## config.mk

```make
export PLATFORM = sky130hd
export DESIGN_NAME = comma_align
export DESIGN_NICKNAME = d
export VERILOG_FILES = /design/src/rtl/comma_align_pkg.sv /design/src/rtl/comma_win_det.sv /design/src/rtl/comma_align.sv
export SDC_FILE = /design/constraint.sdc
export NUM_CORES = 1
export LEC_CHECK = 0
export ABC_CLOCK_PERIOD_IN_PS = 4250
export CAP_MARGIN = 15
export CORE_AREA = 2 2 68 95
export CTS_CLUSTER_DIAMETER = 50
export DETAILED_ROUTE_END_ITERATION = 12
export DIE_AREA = 0 0 70 97
export HOLD_SLACK_MARGIN = 0.12
export PLACE_DENSITY = 0.83
export SYNTH_ARGS = -nofsm -noshare
export SYNTH_HDL_FRONTEND = slang
export SYNTH_SLANG_ARGS = --single-unit
export TNS_END_PERCENT = 30
```

## constraint.sdc

```tcl
create_clock -name i_Clk -period 4.25 [get_ports i_Clk]
set_input_delay 0.85 -clock i_Clk [delete_from_list [all_inputs] [get_ports i_Clk]]
set_output_delay 0.85 -clock i_Clk [all_outputs]
set_load 0.02 [all_outputs]
```

## src/rtl/comma_align_pkg.sv

```systemverilog
// Shared constants, FSM state type and window helper for the comma aligner.
package comma_align_pkg;

  // Default K28.5 patterns, bit 0 is the first bit off the wire.
  localparam logic [9:0] P_COMMA_DEF  = 10'b0101111100;
  localparam logic [9:0] M_COMMA_DEF  = 10'b1010000011;
  localparam logic [9:0] COM_MASK_DEF = 10'b1111111111;

  // Alignment state machine.
  typedef enum logic [1:0] {
    HUNT = 2'd0,
    ACQ  = 2'd1,
    SYNC = 2'd2
  } align_state_e;

  // Ten-bit candidate taken from the 20-bit window starting at bit k.
  function automatic logic [9:0] win_slice(input logic [19:0] win, input logic [3:0] k);
    logic [19:0] sh;
    sh = win >> k;
    return sh[9:0];
  endfunction

endpackage

```

## src/rtl/comma_win_det.sv

```systemverilog
// Combinational comma search over all ten offsets of a 20-bit window,
// with a lowest-offset-wins priority encoder.
module comma_win_det
  import comma_align_pkg::*;
(
  input  logic [19:0] i_win,
  input  logic [9:0]  i_p_comma,
  input  logic [9:0]  i_m_comma,
  input  logic [9:0]  i_mask,
  input  logic        i_p_en,
  input  logic        i_m_en,
  output logic [9:0]  o_hit,
  output logic        o_hit_any,
  output logic [3:0]  o_det_k
);

  logic [9:0] p_ref;
  logic [9:0] m_ref;

  assign p_ref = i_p_comma & i_mask;
  assign m_ref = i_m_comma & i_mask;

  // One comparator pair per bit offset.
  genvar gi;
  generate
    for (gi = 0; gi < 10; gi++) begin : g_cand
      logic [9:0] cand;
      assign cand      = i_win[gi+9:gi] & i_mask;
      assign o_hit[gi] = (i_p_en && (cand == p_ref)) || (i_m_en && (cand == m_ref));
    end
  endgenerate

  assign o_hit_any = |o_hit;

  // Lowest hit offset wins; scanning downward lets the lowest index land last.
  always_comb begin
    o_det_k = 4'd0;
    for (int i = 9; i >= 0; i--) begin
      if (o_hit[i]) begin
        o_det_k = 4'(i);
      end
    end
  end

endmodule

```

## src/rtl/comma_align.sv

```systemverilog
// Word aligner: finds a K28.5 comma in the sliding window, locks onto its
// offset via HUNT/ACQ/SYNC and emits aligned 10-bit code groups one cycle later.
module comma_align
  import comma_align_pkg::*;
#(
  parameter logic [9:0] P_COMMA  = P_COMMA_DEF,
  parameter logic [9:0] M_COMMA  = M_COMMA_DEF,
  parameter logic [9:0] COM_MASK = COM_MASK_DEF,
  parameter int         LOCK_CNT = 3,
  parameter int         LOSS_CNT = 4
) (
  input  logic       i_Clk,
  input  logic       i_Rst,
  input  logic [9:0] i_Data,
  input  logic       i_Valid,
  input  logic       i_PComAlignEn,
  input  logic       i_MComAlignEn,
  input  logic       i_ReAlign,
  output logic [9:0] o_Data,
  output logic       o_Valid,
  output logic       o_ComDet,
  output logic [3:0] o_Offset,
  output logic       o_Aligned,
  output logic       o_Realigned
);

  localparam int CNT_W = $clog2(LOCK_CNT + 1);
  localparam int ERR_W = $clog2(LOSS_CNT + 1);
  localparam logic [CNT_W-1:0] LOCK_MAX = CNT_W'(LOCK_CNT);
  localparam logic [ERR_W-1:0] LOSS_MAX = ERR_W'(LOSS_CNT);

  align_state_e     state_q, state_d;
  logic [9:0]       prev_q, prev_d;
  logic [3:0]       off_q, off_d;
  logic [CNT_W-1:0] cnt_q, cnt_d;
  logic [ERR_W-1:0] err_q, err_d;
  logic [9:0]       data_q, data_d;
  logic             valid_q, valid_d;
  logic             comdet_q, comdet_d;
  logic             realigned_q, realigned_d;

  logic [19:0] win;
  logic [9:0]  hit_vec;
  logic        hit_any;
  logic [3:0]  det_k;
  logic        hit_own;
  logic        use_det;
  logic [3:0]  eff_off;

  assign win = {i_Data, prev_q};

  comma_win_det u_det (
    .i_win     (win),
    .i_p_comma (P_COMMA),
    .i_m_comma (M_COMMA),
    .i_mask    (COM_MASK),
    .i_p_en    (i_PComAlignEn),
    .i_m_en    (i_MComAlignEn),
    .o_hit     (hit_vec),
    .o_hit_any (hit_any),
    .o_det_k   (det_k)
  );

  // Pick the offset for this word: a fresh detection in HUNT, or a foreign
  // comma while still acquiring, overrides the latched offset.
  always_comb begin
    hit_own = hit_vec[off_q];
    use_det = hit_any && ((state_q == HUNT) || ((state_q == ACQ) && !hit_own));
    eff_off = use_det ? det_k : off_q;
  end

  // State register and output registers.
  always_ff @(posedge i_Clk) begin
    if (i_Rst) begin
      state_q     <= HUNT;
      prev_q      <= '0;
      off_q       <= '0;
      cnt_q       <= '0;
      err_q       <= '0;
      data_q      <= '0;
      valid_q     <= 1'b0;
      comdet_q    <= 1'b0;
      realigned_q <= 1'b0;
    end else begin
      state_q     <= state_d;
      prev_q      <= prev_d;
      off_q       <= off_d;
      cnt_q       <= cnt_d;
      err_q       <= err_d;
      data_q      <= data_d;
      valid_q     <= valid_d;
      comdet_q    <= comdet_d;
      realigned_q <= realigned_d;
    end
  end

  // Next-state logic: lock/loss counting on valid words, realign overrides all.
  always_comb begin
    state_d = state_q;
    prev_d  = prev_q;
    off_d   = off_q;
    cnt_d   = cnt_q;
    err_d   = err_q;
    if (i_Valid) begin
      prev_d = i_Data;
      off_d  = eff_off;
      case (state_q)
        HUNT: begin
          if (hit_any) begin
            cnt_d   = CNT_W'(1);
            state_d = (LOCK_CNT == 1) ? SYNC : ACQ;
          end
        end
        ACQ: begin
          if (hit_own) begin
            if (cnt_q >= LOCK_MAX - 1'b1) begin
              cnt_d   = LOCK_MAX;
              state_d = SYNC;
            end else begin
              cnt_d = cnt_q + 1'b1;
            end
          end else if (hit_any) begin
            cnt_d = CNT_W'(1);
          end
        end
        SYNC: begin
          if (hit_own) begin
            err_d = '0;
          end else if (hit_any) begin
            if (err_q >= LOSS_MAX - 1'b1) begin
              state_d = HUNT;
              err_d   = '0;
              cnt_d   = '0;
            end else begin
              err_d = err_q + 1'b1;
            end
          end
        end
        default: state_d = HUNT;
      endcase
    end
    if (i_ReAlign) begin
      state_d = HUNT;
      cnt_d   = '0;
      err_d   = '0;
      off_d   = off_q;
    end
  end

  // Output word selection: aligned slice, comma flag and offset-change pulse.
  always_comb begin
    data_d      = data_q;
    valid_d     = i_Valid;
    comdet_d    = 1'b0;
    realigned_d = 1'b0;
    if (i_Valid) begin
      data_d      = win_slice(win, eff_off);
      comdet_d    = hit_vec[eff_off];
      realigned_d = (off_d != off_q);
    end
  end

  assign o_Data      = data_q;
  assign o_Valid     = valid_q;
  assign o_ComDet    = comdet_q;
  assign o_Offset    = off_q;
  assign o_Aligned   = (state_q == SYNC);
  assign o_Realigned = realigned_q;

endmodule

```

After elaboration in Yosys (flattened, before gate mapping)
Cells that the tools add are included. Widths: inputs -> output; s select.

Flip-flop bits (word level): 34. Input bits: 16. Output and inout bits: 18. Word-level logic and storage cells: 120.

$add $sub $neg: 2. Order comparisons: 4. Equal/unequal tests: 29. Shift-type cells: 1. Multiplexer cells: 31. Bitwise operators: 1. Reduce and logical (&&, ||, !) cells: 43.

Operator list (count): $eq 10x10->1 const B (10); $eq 10x9->1 const B (10); $mux 4 (13); $logic_and 1x1->1 (22); $shr 20x4->10 (1); $mux 2 (9); $pmux 2 s3 (2); $logic_or 1x1->1 (11); $lt 4x5->1 const B (2); $reduce_or 10->1 (1); $mux 3 (3); $bmux 1 s4 (2); $reduce_and 7->1 (1); $ne 2x1->1 const B (3); $ne 2x2->1 const B (3); $reduce_and 5->1 (1); $ne 4x4->1 (1); $reduce_or 2->1 (2); $add 3x1->3 const B (1); $ge 3x2->1 const B (1); $reduce_and 3->1 (1); $reduce_bool 3->1 (1); $add 2x1->2 const B (1); $eq 2x1->1 const B (1); 7 further kinds (8).

Longest topological paths before layout
Gate-level depths: netlist (run 1).

Word-level depth: 17. Gate-level depth with buffers: 14.

By module
Synthesis (run 1) repeated with hierarchy kept, for this count alone.

Cell total of the unflattened synthesis: 722. Area total of the unflattened synthesis: 5826.8 µm².

Modules (own cells, without submodules): comma_win_det (times used 1, cells each 433, area each 3325.7 µm², sequential area each 0.0 µm²); comma_align (times used 1, cells each 289, area each 2501.1 µm², sequential area each 680.7 µm²).

Least setup slack after synthesis (run 1)
OpenSTA, ideal clock, no wires.

Path kind: input to register. From: in i_Data[0]. To: reg data_q[2] (netlist: o_Data[2]). Arrival time: 3633 ps. Required time: 4116 ps. Slack: 484 ps. Stages: 14. Path buffers: 3. Path through: buf_2 -> and3b_4 -> and4b_1 -> a32o_2 -> a22o_1 -> a2111oi_2 -> a211oi_2 -> a211o_1 -> buf_6 -> buf_8 -> a2111o_1 -> and2_1 -> o211ai_1 -> nor4_1.

Word-level cells in the longest chain between the ends: 15.

Ends and longest elaborated chain: start, declared (RTL line comma_align.sv:14) `input logic [9:0] i_Data,`; $eq 10x9->1 or $eq 10x10->1 (tied branches) (RTL line comma_win_det.sv:29) `assign o_hit[gi] = (i_p_en && (cand == p_ref)) || (i_m_en && (cand == m_ref));`; $logic_and 1x1->1 (RTL line comma_win_det.sv:29); $logic_or 1x1->1 (RTL line comma_win_det.sv:29); $mux 4 (10 in a row) (RTL line comma_win_det.sv:39) `if (o_hit[i]) begin`; $mux 4 (RTL line comma_align.sv:69) `eff_off = use_det ? det_k : off_q;`; $shr 20x4->10 (*) (RTL line comma_align_pkg.sv:19) `sh = win >> k;`; end signal, assigned (RTL line comma_align.sv:90) `data_q <= data_d;`; end, declared (RTL line comma_align.sv:37) `logic [9:0] data_q, data_d;`.

Every way passes the cells marked *; elsewhere a longest branch is shown, timed or not. The select of a mux whose other input is x is not followed. A chain may end at the register's enable or synchronous reset.

Worst setup path after layout (run 1)
From: in i_PComAlignEn. To: reg data_q[2] (netlist: o_Data[2]).

Word-level cells in the longest chain between the ends: 14.

Ends and longest elaborated chain: start, declared (RTL line comma_align.sv:16) `input logic i_PComAlignEn,`; $logic_and 1x1->1 (RTL line comma_win_det.sv:29); $logic_or 1x1->1 (RTL line comma_win_det.sv:29); $mux 4 (10 in a row) (RTL line comma_win_det.sv:39); $mux 4 (*) (RTL line comma_align.sv:69); $shr 20x4->10 (*) (RTL line comma_align_pkg.sv:19).

Marked as above.

==> results of run 1 <==
==> cell usage in the layout, fill, tap and decap left out, types with 3 or more instances in the layout <==
master and n:
a2111o_1 3, a211oi_1 6, a21oi_1 12, a311oi_1 3, and2_1 5, and3b_1 3
and4_1 3, and4b_1 5, buf_4 81, clkbuf_8 6, clkdlybuf4s50_1 27, dfxtp_1 34
dlymetal6s2s_1 5, ha_1 7, inv_1 15, mux2_2 3, mux2i_1 48, nand2_1 31
nand2b_1 4, nand3_1 7, nand3b_1 3, nand4_1 4, nand4b_1 5, nor2_1 52
nor2b_1 3, nor3_1 11, nor3_2 3, nor3b_1 3, nor4_1 6, nor4b_1 4
o211ai_1 3, o21ai_0 9, o21bai_1 5, o22ai_1 9, or2_2 3, xnor2_1 3
==> Yosys cell counts, types with 3 or more instances <==
cell / n
nor2_1: 53
mux2i_1: 50
dfxtp_1: 34
nand2_1: 31
inv_1: 15
a21oi_1: 13
nor3_1: 13
buf_2: 11
o21ai_0: 9
o22ai_1: 9
nor4_1: 8
clkbuf_1: 7
ha_1: 7
nand3_1: 7
a211oi_1: 6
and2_1: 5
and4b_1: 5
nand4b_1: 5
o21bai_1: 5
nand2b_1: 4
nand4_1: 4
nor3b_1: 4
nor4b_1: 4
a2111o_1: 3
a221oi_1: 3
a311oi_1: 3
a41oi_1: 3
and3b_1: 3
and4_1: 3
buf_1: 3
buf_4: 3
buf_8: 3
mux2_2: 3
nand3b_1: 3
nor2b_1: 3
o211ai_1: 3
or2_2: 3
xnor2_1: 3
==> layer usage <==
metal | track usage | vias up | wire (um)
met5 | 0 | - | 0
met4 | 0.195 | 0 | 568
met3 | 0.0375 | 55 | 553
met2 | 0.545 | 173 | 5340
met1 | 0.359 | 1734 | 4300
li1 | - | 1754 | -
==> area by class of cell <==
class	count	area, sq um	share of cell area
tap	70	87.6	0.0197
clock inverter	1	5.00	0.00112
timing repair buffer	117	995	0.223
inverter	16	60.1	0.0135
sequential	34	681	0.153
multi-input combinational	335	2540	0.570
clock buffer	7	86.3	0.0194
==> logic make-up after synthesis <==
group | after synthesis
buffers and inverters | 46
AO/OA/AOI/OAI | 93
AND/OR/NAND/NOR | 179
flip-flops | 34
XOR/XNOR | 3
adder cells (fa/ha/maj) | 7
multiplexers | 53
==> power by group through the flow <==
stage	Clock (uW)	Sequential, uW	Combinational (uW)
2_1_floorplan	0	365	163
3_3_place_gp	0	368	265
3_5_place_dp	0	369	270
4_1_cts	261	362	278
5_1_grt	270	366	306
6_report	255	363	286
==> worst max-delay path, delay by kind of cell <==
family	cells	cell delay [ps]
AND/OR/NAND/NOR	5	940
AO/OA/AOI/OAI	6	1240
buffers and inverters	5	1190
==> how the worst max path moves through the flow <==
stage                        startpoint                     end  slack [ps]  cells past startpoint
after global routing      i_PComAlignEn  o_Data[7]$_SDFFE_PP0P_         -20                     14
after global placement        i_Data[1]  o_Data[2]$_SDFFE_PP0P_        -480                     15
final                     i_PComAlignEn  o_Data[2]$_SDFFE_PP0P_         170                     16
after floorplan               i_Data[0]  o_Data[2]$_SDFFE_PP0P_         480                     14
after detailed placement      i_Data[0]  o_Data[7]$_SDFFE_PP0P_        -510                     13
after CTS                     i_Data[1]  o_Data[2]$_SDFFE_PP0P_           2                     16
==> timing repair <==
action | CTS | global route
setup buffers | 3 | 0
resized for setup | 10 | 17
setup endpoints to repair | 10 | 11
pin swaps | 2 | 2
==> per-stage QoR <==
stage | worst slack [ps] | cell area [sq um] | hold slack [ps]
2_1_floorplan | 484 | 3340 | 448
3_3_place_gp | -481 | 4210 | 464
3_5_place_dp | -515 | 4210 | 477
4_1_cts | 2.02 | 4380 | 487
5_1_grt | -18.0 | 4450 | 504
6_report | 168 | 4450 | 480
==> state kept, by name, summed over array words and instances, names as in the netlist <==
name / flops
o_Data: 10
o_Valid: 1
o_ComDet: 1
o_Offset: 4
prev_q: 10
o_Realigned: 1
cnt_q: 2
state_q: 2
err_q: 3
==> results by stage, run 1 <==
Final layout:
- Compared with the post-synthesis result, the final layout area differs by 33.3%.
- The number of fill cells in the layout is 454.
- The final standard cell count with taps included and fillers excluded is 580.
- The share of the core filled with cells in the final layout is 0.759.
- The fraction of final layout cells with drive strength greater than 1 is 0.259.
- At the end of the flow, the number of nets in the layout was around 530.
- 0 antenna diodes ended up in the layout.

Worst hold path:
- The worst hold path was traced through 2 stages.
- The path class of the tightest hold or removal check is register to register.
- The worst hold path endpoint is o_Data[9]$_SDFFE_PP0P_.
- The hold path startpoint is o_Data[9]$_SDFFE_PP0P_.

Drt:
- The first detailed-routing pass took 4 iterations.
- After detailed routing, the number of remaining DRC violations is 0.
- The detailed-route via count is around 3700.
- After the first detailed-routing iteration, the DRC count stood at 209.
- The final layout contains routed wiring with a total length of between 10 and 15 mm.
- Dividing the detail-routed wire length by the instance count gives 18.5 um.
- Using the TritonRoute via totals, the vias-per-cell ratio works out to 6.41.
- The final antenna-violating net count is 0.

Setup path:
- In this run the worst path has a maximum fanout of 4.
- Among the stages of the critical path, the cell type that occurs most often is buf_4.
- At the worst endpoint, the required time is approximately 4400 ps.
- The category of the worst setup path launch point is an input pin.
- The endpoint identified for the worst register-to-register timing path is o_Data[7]$_SDFFE_PP0P_.
- The critical path goes through clkdlybuf4s50_1, nand3_1, or3_1, o22ai_1, buf_4, o221a_2, a2111oi_2, buf_4, nor2_4, o311ai_4, buf_2, buf_4, a2111o_1, and2_1, o211ai_1, nor4_1.
- The arrival time at the worst endpoint is roughly 4200 ps.
- The capturing element type of the critical path is a register.
- The minimum setup slack among reg-to-reg paths is 340 ps.
- For this design, the slowest cell found on the critical path is clkdlybuf4s50_1.
- The longest individual stage delay on the worst path is 550 ps.
- The cell depth of the worst flop-to-flop path is 12.
- The worst setup path is of the input pin to register kind.
- In this run the critical register-to-register path is launched from prev_q[9]$_SDFFE_PP0P_.

Global routing:
- The number of global-route vias before repair is 3773.
- The first global-routing pass estimated 17.5 mm of wire.
- For this run the aggregate overflow at the end of global routing stands at 0.
- Entering global routing, the biggest net connects 28 pins.
- The initial antenna violation count was 0.
- In the global route stage, overall resource usage came out at 0.314.

Floorplan:
- The row count is 33.
- The number of placed I/O pins is 34.
- The die width is 70 um.
- For this configuration, the core starts out at a cell density of 0.570.
- The overall die height is 97 um.
- The floorplan step defined a die boundary enclosing about 6800 sq um.
- The placeable core region is 5860 sq um.

Pwr:
- The overall power after layout is 905 uW.
- The switching power as a share of total power is 0.332.
- Of the total power, combinational logic draws 0.316.
- The cell leakage power is 0.00187 uW.
- The total internal power is about 600 uW.
- In this run the power spent charging and discharging nets is 300 uW.
- The share of total power dissipated in sequential elements is 0.402.
- The worst-case IR drop observed on VDD is 113 uV.
- Power spread over the standard cell area amounts to 203 nW/um^2.
- The share of total power dissipated in the clock network is 0.282.

Synthesis:
- In this run the cell area of the synthesized design comes to 3340 sq um.
- Synthesis handed over a netlist of 415 instances.
- The post-synth net total is 438.
- The synthesized netlist contains 86 unique library cells.
- Of the synthesized area, sequential elements account for 0.204.
- The share of synthesized area in the top cell type comes to 0.204.
- Counting flops and latches in the post-synthesis netlist gives 34.
- The fraction of synthesized cell area in xor and xnor cells is 0.00787.
- After synthesis, the share of cell area in mux cells is 0.160.
- The synthesized-area fraction occupied by adder cells is 0.0262.
- The share of async-settable or async-resettable flops after synthesis is 0.
- Counting flops with a built-in enable in the synthesized netlist gives 0.
- By area the synthesized netlist is led by dfxtp_1, mux2i_1, nor2_1.
- A synthesized cell averages 8.05 sq um.
- The largest family of logic cells by synthesized area is simple AND/OR/NAND/NOR gates.
- The dominant synthesized flop cell is dfxtp_1.
- The area fraction in compound gates after synthesis is 0.223.
- The largest total area in the synthesized netlist belongs to dfxtp_1.
- For this run, the number of Yosys warnings is 0.
- The post-synthesis share of cell area spent on and, or, nand and nor gates is 0.305.

Clock network:
- TritonCTS built the clock tree.
- The root buffer cell is clkbuf_8.
- In this run the number of H-tree levels came out at 2.
- The tree built by TritonCTS fans out to 34 sinks.
- The maximum clock path buffer count is 2.
- Hold repair after CTS inserted 0 buffers.
- The clock latency on the worst-skew pair is 290 ps.
- The number of clock buffers added by TritonCTS is 5.
- The clock input transition at the sequential cells of the worst setup and hold paths is 70 ps.

STA:
- Setup repair after global routing could not meet its margin everywhere.
- After routing, the total negative slack on setup checks comes to 0 ps.
- For the finished layout, the period the worst path requires is 4080 ps.
- Setup violations remaining at the end of the flow were counted as 0.
- Headroom to the max-slew limit came out at 0.335.
- The maximum operating frequency is approximately 0.24 GHz.
- The final period utilization is 0.961.
- The slew of the pin with the lowest slew margin is between 900 and 1000 ps.
- The final setup skew is between 6 and 7 ps.
- The total count of max-transition violations in the final report is 0.
- The hold violation count in the final report is 0.

Place:
- The final HPWL from detailed placement is 7.92 mm.
- Routability-driven placement finished with a final weighted congestion of 0.945.
- The number of placed cells counting well taps is 569.
- Input and output buffers added on the ports amount to 33.

Outcome:
- The flow ran to the end, and the final reports show no timing, DRC or antenna violations.

Flow run:
- The total of max-cap violations is 0.
No activity file was read; power rests on OpenSTA's default activity.
==> run 2, diff against run 1 <==
PLACE_DENSITY = 0.79   (was 0.83)
==> results by stage, run 2 (same netlist as run 1, synthesis figures left out) <==
Outcome:
- Result of the run: complete, no violations (unchanged).

Setup path:
- The arrival time at the worst endpoint came to 4260 ps (was 4210 ps).
- The category of the worst setup path launch point is an input pin (unchanged).
- The type of the worst setup path is input pin to register (unchanged).
- The highest fanout seen on the critical path is 12 (was 4).
- The data required time at the worst endpoint is 4410 ps (was 4380 ps).
- The capturing element type of the critical path is a register (unchanged).

Drt:
- The number of DRC violations after detailed routing is 0 (unchanged).
- The first-pass detailed-route iteration total came to 5 (was 4).
- The via density per instance is 6.47 (was 6.41).
- The final antenna-violating net count is 0 (unchanged).
- The initial detailed-routing violation count is 270 (was 209).
- The average wire per standard cell is 19.1 um (was 18.5 um).
- The detailed-route via count is 3870 (was 3716).
- The total wire length after detailed routing is 11.4 mm (was 10.8 mm).

Floorplan:
- The die width is 70 um (unchanged).
- The placeable core region is 5860 sq um (unchanged).
- The number of placed I/O pins is 34 (unchanged).
- The row count was 33 (unchanged).
- The area of the die came to 6790 sq um (unchanged).
- The initial core utilization was 0.570 (unchanged).
- The overall die height is 97 um (unchanged).

Place:
- The standard cell area after detailed placement was 4330 sq um (was 4210 sq um).
- The total of buffers placed on input and output ports was 33 (unchanged).
- The placer's final routability congestion estimate was 0.955 (was 0.945).
- The final HPWL from detailed placement is 8.36 mm (was 7.92 mm).

STA:
- The slew of the pin with the lowest slew margin is 606 ps (was 995 ps).
- The final setup skew came to 5.48 ps (was 6.20 ps).
- The final period utilization was 0.965 (was 0.961).
- The total negative slack for setup checks was 0 ps (unchanged).
- The hold violation count in the final report is 0 (unchanged).
- The final number of setup-violating endpoints came to 0 (unchanged).
- The total count of max-transition violations in the final report is 0 (unchanged).
- The time the final worst path needs with I/O delays and setup is 4100 ps (was 4080 ps).
- The worst relative slew slack was 0.596 (was 0.335).
- The maximum operating frequency is 0.244 GHz (was 0.245 GHz).

Global routing:
- The total global routing overflow is 0 (unchanged).
- The largest net degree at the start of global routing is 28 (unchanged).
- The number of global-route vias before repair was 3725 (was 3773).
- The global-route wire length before repair is 18.0 mm (was 17.5 mm).
- The total global routing track utilization was 0.325 (was 0.314).
- The initial antenna violation count is 0 (unchanged).

Pwr:
- The overall power after layout came to 916 uW (was 905 uW).
- The cell leakage power is 0.00196 uW (was 0.00187 uW).
- The worst IR drop on VDD came to 188 uV (was 113 uV).
- The total power density per cell area is 201 nW/um^2 (was 203 nW/um^2).

Final layout:
- The finished layout cell area is 4570 sq um (was 4450 sq um).
- The final-stage net count is 550 (was 532).
- Most used cells in the layout excluding fill and tap cells: buf_4, nor2_1, mux2i_1 (unchanged).
- The fraction of final layout cells with drive strength greater than 1 was 0.277 (was 0.259).
- The number of fill cells in the layout came to 448 (was 454).
- The most common cell after layout, fill and taps aside is buf_4 (unchanged).
- The growth of design area from synthesis to finish was 36.8% (was 33.3%).
- The antenna diode count was 0 (unchanged).

Clock network:
- The TritonCTS clock tree is done (unchanged).
- The number of hold-repair buffers added at the cts stage came to 0 (unchanged).
- The clock latency on the worst-skew pair is 290 ps (about the same).
- The CTS sink count is 34 (unchanged).
- The root buffer cell is clkbuf_8 (unchanged).
- The number of H-tree levels is 2 (unchanged).
- The total CTS buffers was 5 (unchanged).
- The maximum clock path buffer count is 2 (unchanged).
- The clock input transition at the sequential cells of the worst setup and hold paths is 70 ps (about the same).

Flow run:
- The total of max-cap violations is 0 (unchanged).

Worst hold path:
- The type of the worst min-delay path is register to register (unchanged).
-- run 2: cell count changes in the layout (fill, tap and decap cells not counted), sizes merged --
cell / before / now
buf: 84 / 101
clkdlybuf4s15: 0 / 1
clkdlybuf4s50: 27 / 26
o311ai: 1 / 2
-- run 2: what timing repair did --
action | 4_1_cts | 5_1_grt
cloned | 1 | 0
gates resized for setup | 11 | 13
setup buffers | 1 | 2
setup endpoints to repair | 12 | 12
pin swaps | 2 | 3
-- run 2: through the flow --
stage | std cells | setup slack, ps | utilization | hold WS (ps)
after floorplan | 415 | 484 | - | 448
after global placement | 586 | -501 | 0.738 | 464
after detailed placement | 586 | -526 | 0.738 | 475
after CTS | 596 | 12.3 | 0.765 | 488
after global routing | 598 | -15.4 | 0.779 | 517
final | 598 | 150 | 0.779 | 486
-- run 2: layout make-up --
class | instances | area, sq um | share of cell area
Multi-Input combinational cell | 336 | 2530 | 0.554
Inverter | 16 | 60.1 | 0.0131
Sequential cell | 34 | 681 | 0.149
Tap cell | 70 | 87.6 | 0.0192
Clock inverter | 1 | 5.00 | 0.00110
Timing Repair Buffer | 134 | 1120 | 0.244
Clock buffer | 7 | 86.3 | 0.0189
-- run 2: path summary, 6_finish.rpt --
path                          startpoint                     end  slack (ps)  cells after the start
hold / removal    o_Data[9]$_SDFFE_PP0P_  o_Data[9]$_SDFFE_PP0P_         490                      2
setup reg to reg  prev_q[8]$_SDFFE_PP0P_  o_Data[1]$_SDFFE_PP0P_         330                     15
hold reg to reg   o_Data[9]$_SDFFE_PP0P_  o_Data[9]$_SDFFE_PP0P_         490                      2
setup / recovery               i_Data[0]  o_Data[8]$_SDFFE_PP0P_         150                     15
-- run 2: critical path, stage by stage --
cell	delay (ps)
dlygate4sd2_1	310
buf_4	170
and3b_4	190
and4b_1	190
a32o_2	270
a22o_4	260
a2111o_1	390
buf_4	160
o21ai_4	170
a211o_1	220
buf_12	150
mux2_2	350
mux2_2	310
a21oi_1	160
o32ai_1	100
-- run 2: per-layer routing --
metal  track usage  part of all wire  up-vias
met5             0                 0        -
met4         0.143             0.044        0
met3        0.0375             0.050       50
met2         0.588              0.50      186
met1         0.375              0.40     1829
li1              -                 -     1805
-- run 2: power breakdown --
group	switching (uW)	total [uW]	internal (uW)
logic	153	303	150
registers	26.5	361	335
clock network	122	252	131
total	301	916	615
==> run 3, diff against run 2 <==
CORE_AREA = 2 2 101 64   (was 2 2 68 95)
DIE_AREA = 0 0 103 66   (was 0 0 70 97)
PLACE_DENSITY = 0.8   (was 0.79)
==> results by stage, run 3 (same netlist as run 1, synthesis figures left out) <==
Outcome:
- Result of the run: complete, no violations (unchanged).

STA:
- The final number of setup-violating endpoints is 0 (unchanged).
- The total count of max-transition violations in the final report came to 0 (unchanged).
- The time the final worst path needs with I/O delays and setup is 4220 ps (was 4100 ps).
- The worst hold slack across all endpoints was 490 ps (was 486 ps).
- The slew of the pin with the lowest slew margin is 705 ps (was 606 ps).
- The least setup slack across all paths after layout is 34.2 ps (was 150 ps).
- Setup repair after global routing could not meet its margin everywhere.
- The worst relative slew slack was 0.523 (was 0.596).
- The maximum operating frequency is 0.237 GHz (was 0.244 GHz).
- The final setup skew was 9.73 ps (was 5.48 ps).
- The hold violation count in the final report came to 0 (unchanged).
- The final period utilization is 0.992 (was 0.965).

Floorplan:
- The row count is 22 (was 33).
- The die width is 103 um (was 70 um).
- The overall die height was 66 um (was 97 um).
- The placeable core region came to 5890 sq um (was 5860 sq um).
- The area of the die came to 6800 sq um (was 6790 sq um).
- The number of placed I/O pins was 34 (unchanged).
- The initial core utilization is 0.567 (was 0.570).

Setup path:
- The arrival time at the worst endpoint is 4400 ps (was 4260 ps).
- The data required time at the worst endpoint is 4430 ps (was 4410 ps).
- The category of the worst setup path launch point is an input pin (unchanged).
- Ordered cell list for the critical path: clkdlybuf4s50_1, buf_4, nor4b_1, buf_4, buf_4, or2_4, or4b_4, or2_4, nor3_4, buf_4, a211oi_4, buf_4, buf_4, a221o_1, a21boi_0, o32a_1, nor3_1 (was dlygate4sd2_1, buf_4, and3b_4, and4b_1, a32o_2, a22o_4, a2111o_1, buf_4, o21ai_4, a211o_1, buf_12, mux2_2, mux2_2, a21oi_1, o32ai_1).
- The capturing element type of the critical path is a register (unchanged).
- The longest individual stage delay on the worst path was 600 ps (was 390 ps).
- The dominant delay contributor by cell family on the critical path is buffers and inverters (was compound AO/OA/AOI/OAI gates).
- The type of the worst setup path is input pin to register (unchanged).
- The cell type of the slowest stage on the worst timing path is clkdlybuf4s50_1 (was a2111o_1).
- The highest fanout seen on the critical path was 6 (was 12).
- The buffering stage count on the worst path with inverters included came to 7 (was 4).
- The most repeated library cell on the critical path is buf_4.

Final layout:
- The share of the core filled with cells in the final layout is 0.781 (was 0.779).
- The fraction of final layout cells with drive strength greater than 1 is 0.279 (was 0.277).
- The footprint of the flip-flops and latches is 681 sq um (unchanged).
- The final-stage net count is 534 (was 550).
- The most common cell after layout, fill and taps aside was buf_4 (unchanged).
- Most used cells in the layout excluding fill and tap cells: buf_4, nor2_1, mux2i_1 (unchanged).
- The multi-input gate area in the final layout was 2570 sq um (was 2530 sq um).
- The growth of design area from synthesis to finish came to 37.7% (was 36.8%).
- The number of fill cells in the layout is 404 (was 448).
- The antenna diode count came to 0 (unchanged).

Drt:
- The via density per instance is 6.57 (was 6.47).
- The total wire length after detailed routing came to 12.1 mm (was 11.4 mm).
- The number of DRC violations after detailed routing is 0 (unchanged).
- The average wire per standard cell is 20.4 um (was 19.1 um).
- The detailed-route via count is 3918 (was 3870).
- The final antenna-violating net count is 0 (unchanged).
- The initial detailed-routing violation count is 339 (was 270).
- The first-pass detailed-route iteration total was 5 (unchanged).

Worst hold path:
- The type of the worst min-delay path is register to register (unchanged).

Clock network:
- The root buffer cell is clkbuf_8 (unchanged).
- The clock input transition at the sequential cells of the worst setup and hold paths is 70 ps (about the same).
- The TritonCTS clock tree is done (unchanged).
- The total CTS buffers is 5 (unchanged).
- The CTS sink count is 34 (unchanged).
- The clock latency on the worst-skew pair is 310 ps (was 290 ps).
- The number of H-tree levels is 2 (unchanged).
- The maximum clock path buffer count is 2 (unchanged).
- The number of hold-repair buffers added at the cts stage came to 0 (unchanged).

Pwr:
- The total internal power is 726 uW (was 615 uW).
- The register share of total power is 0.341 (was 0.394).
- The switching power summed over all nets is 335 uW (was 301 uW).
- The worst IR drop on VDD is 250 uV (was 188 uV).
- The overall power after layout is 1060 uW (was 916 uW).
- The cell leakage power is 0.00188 uW (was 0.00196 uW).
- The switching power as a share of total power is 0.316 (was 0.329).
- The part of the total power dissipated in the clock network is 0.357 (was 0.275).
- The part of the total power dissipated in combinational logic was 0.302 (was 0.330).
- The total power density per cell area is 231 nW/um^2 (was 201 nW/um^2).

Global routing:
- The global-route wire length before repair is 18.2 mm (was 18.0 mm).
- The total global routing overflow is 0 (unchanged).
- The initial antenna violation count came to 0 (unchanged).
- The total global routing track utilization is 0.351 (was 0.325).
- The largest net degree at the start of global routing was 28 (unchanged).
- The number of global-route vias before repair is 3650 (was 3725).

Flow run:
- The total of max-cap violations came to 0 (unchanged).

Place:
- The worst setup slack after placement is -354 ps (was -526 ps).
- The placer's final routability congestion estimate came to 0.968 (was 0.955).
- The final HPWL from detailed placement was 8.46 mm (was 8.36 mm).
- The total of buffers placed on input and output ports is 33 (unchanged).
-- run 3: worst paths after layout --
path / from / end / slack, ps / cells past startpoint
hold reg to reg: o_Data[2]$_SDFFE_PP0P_ / o_Data[2]$_SDFFE_PP0P_ / 490 / 2
setup reg to reg: prev_q[8]$_SDFFE_PP0P_ / o_Data[6]$_SDFFE_PP0P_ / 360 / 16
hold / removal: o_Data[2]$_SDFFE_PP0P_ / o_Data[2]$_SDFFE_PP0P_ / 490 / 2
setup / recovery: i_Data[2] / o_Data[6]$_SDFFE_PP0P_ / 30 / 17
-- run 3: power by group through the flow --
stage / combinational, uW / sequential (uW) / clock, uW
2_1_floorplan: 163 / 365 / 0
3_3_place_gp: 282 / 366 / 0
3_5_place_dp: 289 / 367 / 0
4_1_cts: 295 / 360 / 379
5_1_grt: 337 / 364 / 391
6_report: 320 / 362 / 378
-- run 3: worst register-to-register path, cell delays in order (launching register included) --
cell and delay, ps:
dfxtp_1 690, or4b_1 290, nor4_4 70, buf_4 140, or2_1 240, buf_4 140
or4b_4 520, or2_4 270, nor3_4 190, buf_4 170, a211oi_4 40, buf_4 150
buf_4 140, a221o_1 300, a21boi_0 210, o32a_1 190, nor3_1 50
-- run 3: area by class of cell --
class	count	area share
clock inverter	3	0.0150
timing repair buffer	119	0.228
clock buffer	5	0.0150
sequential	34	0.148
multi-input combinational	335	0.558
tap	84	0.0229
inverter	16	0.0131
-- run 3: metrics by stage --
| step | setup TNS, ps | area (sq um) | std cells |
|---|---|---|---|
| finish | 0 | 4600 | 596 |
| global route | -226 | 4600 | 596 |
| CTS | -14.4 | 4410 | 592 |
| detailed placement | -3090 | 4250 | 584 |
| global placement | -1760 | 4250 | 584 |
| floorplan | 0 | 3340 | 415 |
-- run 3: what timing repair did --
action | 4_1_cts | 5_1_grt
cloned | 0 | 1
endpoints found under the hold margin | 0 | 0
pin swaps | 0 | 8
setup endpoints to repair | 5 | 12
buffers inserted | 0 | 3
resized for setup | 4 | 24
-- run 3: layer usage --
| layer | wire length [um] | track usage | part of all wire | up-vias |
|---|---|---|---|---|
| li1 | - | - | - | 1773 |
| met1 | 4980 | 0.483 | 0.41 | 1839 |
| met2 | 5450 | 0.543 | 0.45 | 265 |
| met3 | 1380 | 0.0793 | 0.11 | 41 |
| met4 | 320 | 0.113 | 0.026 | 0 |
| met5 | 0 | 0 | 0 | - |
